--- src/rtl/load_store_unit.sv ---
// load_store_unit: turns RISC-V lb/lh/lw/lbu/lhu/sb/sh/sw requests into
// whole-word transactions on a word-addressed memory. Sub-word stores are
// done as read-modify-write. Bad requests skip the memory and finish with err.
module load_store_unit (
   input  logic        clk,
   input  logic        rst,
   input  logic        req_i,
   input  logic        we_i,
   input  logic [2:0]  funct3_i,
   input  logic [31:0] addr_i,
   input  logic [31:0] wdata_i,
   output logic        busy_o,
   output logic        done_o,
   output logic        err_o,
   output logic [31:0] rdata_o,
   output logic        mem_rd_en_o,
   output logic        mem_wr_en_o,
   output logic [31:0] mem_addr_o,
   output logic [31:0] mem_data_o,
   input  logic [31:0] mem_data_i,
   input  logic        mem_ack_i
);

   typedef enum logic [2:0] {IDLE, RD, WAIT, WR, RESP} state_t;

   state_t      state;
   logic        we;
   logic [2:0]  funct3;
   logic [1:0]  off;
   logic [31:0] wdata;
   logic        err;

   logic        bad;
   logic [7:0]  lane_b;
   logic [15:0] lane_h;
   logic [31:0] load_val;
   logic [31:0] merged;

   // request legality: funct3 must be supported for the direction, and the
   // address must be naturally aligned for the access size
   always_comb begin
      bad = 1'b0;
      case (funct3_i)
         3'd0:       bad = 1'b0;
         3'd1:       bad = addr_i[0];
         3'd2:       bad = |addr_i[1:0];
         3'd4:       bad = we_i;
         3'd5:       bad = we_i | addr_i[0];
         default:    bad = 1'b1;
      endcase
   end

   // lane extraction and extension of the word read back in WAIT
   always_comb begin
      lane_b   = mem_data_i[{off, 3'b000} +: 8];
      lane_h   = off[1] ? mem_data_i[31:16] : mem_data_i[15:0];
      load_val = mem_data_i;
      case (funct3)
         3'd0:    load_val = {{24{lane_b[7]}}, lane_b};
         3'd1:    load_val = {{16{lane_h[15]}}, lane_h};
         3'd4:    load_val = {24'd0, lane_b};
         3'd5:    load_val = {16'd0, lane_h};
         default: load_val = mem_data_i;
      endcase
   end

   // merge the store lane into the word read back for sb/sh
   always_comb begin
      merged = mem_data_i;
      if (funct3 == 3'd0)
         merged[{off, 3'b000} +: 8] = wdata[7:0];
      else if (off[1])
         merged[31:16] = wdata[15:0];
      else
         merged[15:0] = wdata[15:0];
   end

   // main FSM: request latch, memory sequencing and result registers
   always_ff @(posedge clk) begin
      if (rst) begin
         state      <= IDLE;
         we         <= 1'b0;
         funct3     <= 3'd0;
         off        <= 2'd0;
         wdata      <= 32'd0;
         err        <= 1'b0;
         rdata_o    <= 32'd0;
         mem_addr_o <= 32'd0;
         mem_data_o <= 32'd0;
      end else begin
         case (state)
            IDLE: if (req_i) begin
               we         <= we_i;
               funct3     <= funct3_i;
               off        <= addr_i[1:0];
               wdata      <= wdata_i;
               mem_addr_o <= {addr_i[31:2], 2'b00};
               err        <= bad;
               if (bad)
                  state <= RESP;
               else if (we_i && funct3_i == 3'd2) begin
                  // full-word store needs no read-back
                  mem_data_o <= wdata_i;
                  state      <= WR;
               end else
                  state <= RD;
            end
            RD:   if (mem_ack_i) state <= WAIT;
            WAIT: begin
               // read data is valid only in this cycle
               if (we) begin
                  mem_data_o <= merged;
                  state      <= WR;
               end else begin
                  rdata_o <= load_val;
                  state   <= RESP;
               end
            end
            WR:   if (mem_ack_i) state <= RESP;
            RESP: state <= IDLE;
            default: state <= IDLE;
         endcase
      end
   end

   assign busy_o      = (state != IDLE);
   assign done_o      = (state == RESP);
   assign err_o       = (state == RESP) & err;
   assign mem_rd_en_o = (state == RD);
   assign mem_wr_en_o = (state == WR);

endmodule
--- config.mk ---
export PLATFORM = sky130hd
export DESIGN_NAME = load_store_unit
export DESIGN_NICKNAME = d
export VERILOG_FILES = /design/src/rtl/load_store_unit.sv
export SDC_FILE = /design/constraint.sdc
export NUM_CORES = 1
export LEC_CHECK = 0
export ABC_CLOCK_PERIOD_IN_PS = 2100
export CORE_UTILIZATION = 43
export CTS_BUF_LIST = sky130_fd_sc_hd__clkbuf_2 sky130_fd_sc_hd__clkbuf_4 sky130_fd_sc_hd__clkbuf_8
export CTS_CLUSTER_DIAMETER = 200
export DETAILED_ROUTE_END_ITERATION = 10
export GPL_ROUTABILITY_DRIVEN = 0
export PLACE_DENSITY_LB_ADDON = 0.15
export SLEW_MARGIN = 5
export SYNTH_ARGS = -nofsm -noshare
export SYNTH_HDL_FRONTEND = slang
export SYNTH_SLANG_ARGS = --single-unit
--- constraint.sdc ---
create_clock -name clk -period 2.1 [get_ports clk]
set_clock_uncertainty 0.05 [all_clocks]
set_input_delay 0.315 -clock clk [delete_from_list [all_inputs] [get_ports clk]]
set_output_delay 0.315 -clock clk [all_outputs]
set_load 0.005 [all_outputs]
==> results.py <==
metrics = {
    "outcome": {
        "status": "completed",
    },
    "grt": {
        "grt_pass1_vias": 6201,
        "overflow": 0,
        "grt_max_degree": 70,
        "grt.total_usage_pct": 27.3,
        "antenna_found_initial": 0,
        "grt_pass1_wl_um": 31400,
    },
    "detailed_routing": {
        "wl_per_cell_um": 18.3,
        "via_count": 6549,
        "totalWireLength_um": 20400,
        "first_pass_iters": 5,
        "drc": 0,
        "drtIter0Drc": 505,
        "ant_nets": 0,
        "viasPerCell": 5.85,
    },
    "synth": {
        "yosysUniqueCellTypes": 45,
        "synth.yosys.seq_area_share_pct": 38.6,
        "yosysWarnings": 0,
        "async_reset_ff_share_pct": 0,
        "synth-seq-cells": 120,
        "syn_avg_cell_area_um2": 8.46,
        "syn_inst": 735,
        "synth_area_um2": 6220,
        "synth_edf_count": 0,
        "ys.flop_type": "dfxtp_1",
    },
    "place": {
        "placed_cell_area_um2": 8530,
        "post-dp-hpwl_um": 14600,
        "port_buffers": 202,
    },
    "setup_path": {
        "cpMaxStageDelayCell": "dfxtp_1",
        "crit_fanout": 11,
        "path_cells": "buf_4 -> ha_1 -> nor4bb_2 -> buf_4 -> a221oi_1 -> a211o_1 -> a221oi_2",
        "required_ns": 2.41,
        "cp_num_buf_inv": 2,
        "cp_top_family": "compound AO/OA/AOI/OAI gates",
        "worst_setup_path_start_kind": "register",
        "crit_top_cell": "buf_4",
        "worstSetupPathType": "register to register",
        "cp-end-kind": "register",
        "crit_arrival_ns": 2.34,
        "slowest_delay_ns": 0.34,
    },
    "final_layout": {
        "fin_area_um2": 9070,
        "layout-drive-gt1-share_pct": 13.4,
        "fill_cells": 1176,
        "fin_nets": 1035,
        "area_growth_pct": 45.9,
        "diodes": 0,
        "utilization_pct": 64.9,
    },
    "sta": {
        "setup_viol": 0,
        "worst_pin_slew_ns": 0.757,
        "fin_tns_setup_ns": 0,
        "hold_viol": 0,
        "max_clock_freq_mhz": 493,
        "slew-limit-headroom_pct": 49.5,
        "fin_crit_sh_pct": 96.7,
        "slew_violations": 0,
        "fin_crit_ns": 2.03,
        "rsz0062_at_grt": "no",
    },
    "die": {
        "initial_core_util_pct": 44.5,
        "fp.dieW_um": 122,
        "coreArea_um2": 14000,
        "die_h_um": 122,
        "ios": 205,
        "die_area_um2": 15000,
        "num_rows": 43,
    },
    "clock_tree": {
        "clockBufferDepth": 2,
        "cts_tree": "built",
        "post_cts_buffers": 0,
        "clk_pin_slew_ns": 0.07,
        "cts_root_buf": "clkbuf_8",
        "cts_buffers": 17,
        "htreeDepth": 4,
        "cts_num_sinks": 120,
        "worst_skew_pair.late_latency_ns": 0.45,
        "hold_buffers": 0,
    },
    "power_and_ir_drop": {
        "p_per_area_nw_per_um2": 673,
        "ir_drop_v": 0.000415,
        "p_total_mw": 6.11,
        "leakage_nw": 3.10,
    },
    "min_path": {
        "min_path_type": "input pin to register",
    },
    "flow_run": {
        "max_cap_violations": 0,
    },
}
metal layers:
metal / part of all wire (%) / GRT usage, %
met5: 0 / 0
met2: 46 / 43.1
met4: 2.5 / 10.5
met1: 42 / 35.1
met3: 8.7 / 7.85
worst paths after layout:
kind	from	depth (start not counted)	to	slack, ns
worst min register to register	err	2	err	0.40
worst max-delay path	off[0]	7	mem_data_o[31]	0.07
worst max register to register	off[0]	7	mem_data_o[31]	0.07
worst min-delay path	rst	3	state[2]	0.14
power by group:
part	internal (mW)	switching, mW
combinational	0.667	0.669
sequential	2.39	0.101
clock	1.31	0.972
worst reg2reg max path, stage by stage (launching register included):
cell      delay (ns)
dfxtp_1         0.34
buf_4           0.21
ha_1            0.19
nor4bb_2        0.28
buf_4           0.20
a221oi_1        0.09
a211o_1         0.33
a221oi_2        0.26
area by class of cell:
| type | instances | area (um^2) | area share, % |
|---|---|---|---|
| Timing Repair Buffer | 239 | 2340 | 25.8 |
| Inverter | 40 | 151 | 1.67 |
| Tap cell | 180 | 225 | 2.48 |
| Clock inverter | 13 | 179 | 1.97 |
| Sequential cell | 120 | 2420 | 26.6 |
| Multi-Input combinational cell | 508 | 3510 | 38.7 |
| Clock buffer | 19 | 249 | 2.74 |
cell usage in the layout, fill, tap and decap left out, types with 17 or more instances in the layout:
cell             instances
a211o_1                 32
a211oi_1                25
a21oi_1                 87
a221oi_1                49
buf_4                   34
clkbuf_8                17
clkdlybuf4s50_1        196
dfxtp_1                116
inv_1                   39
mux2i_1                 44
nand2_1                130
nor2_1                  33
registers in the layout, summed over array words and instances, names as in the netlist:
name and count:
we 1, mem_addr_o 30, rdata_o 32, state 3, funct3 3, off 2
mem_data_o 32, wdata 16, err 1
synth_stat cells, types with 5 or more instances:
master | instances | share of area (%)
a211o_1 | 32 | 4.5
a211oi_1 | 25 | 3.0
a21oi_1 | 87 | 7.0
a221oi_1 | 55 | 7.7
a221oi_2 | 10 | 2.4
a22oi_1 | 7 | 0.84
a311oi_1 | 7 | 0.99
buf_2 | 16 | 1.3
clkbuf_1 | 47 | 2.8
dfxtp_1 | 120 | 39
ha_1 | 5 | 1.0
inv_1 | 39 | 2.4
mux2_2 | 14 | 2.5
mux2i_1 | 44 | 7.1
nand2_1 | 132 | 8.0
nand3b_1 | 10 | 1.2
nor2_1 | 33 | 2.0
nor2b_1 | 9 | 0.91
o21ai_0 | 8 | 0.64
per-stage QoR:
step                      instances  hold slack, ns  worst slack [ns]
after floorplan                 736           0.382            0.0150
after global placement         1087           0.390            0.0170
after detailed placement       1087           0.395           -0.0455
after CTS                      1119           0.117            0.0236
after global routing           1119           0.124           0.00269
final                          1119           0.139            0.0699
cell families (layout without fill, tap and decap cells):
logic type      Yosys count  count (layout)  share of synthesized area (%)
compound gates          238             238                           28.3
fa+ha+maj                 5               5                           1.01
buf+inv                 108             311                           6.96
flops                   120             120                           38.6
mux                      59              59                           9.98
other cells               1               2                         0.0603
simple gates            204             204                           15.1
repair_timing:
action,CTS,global route
endpoints found under the hold margin,0,0
pin swaps,2,3
gates resized for setup,17,12
setup endpoints to repair,15,28
(Power assumes the default switching activity.)
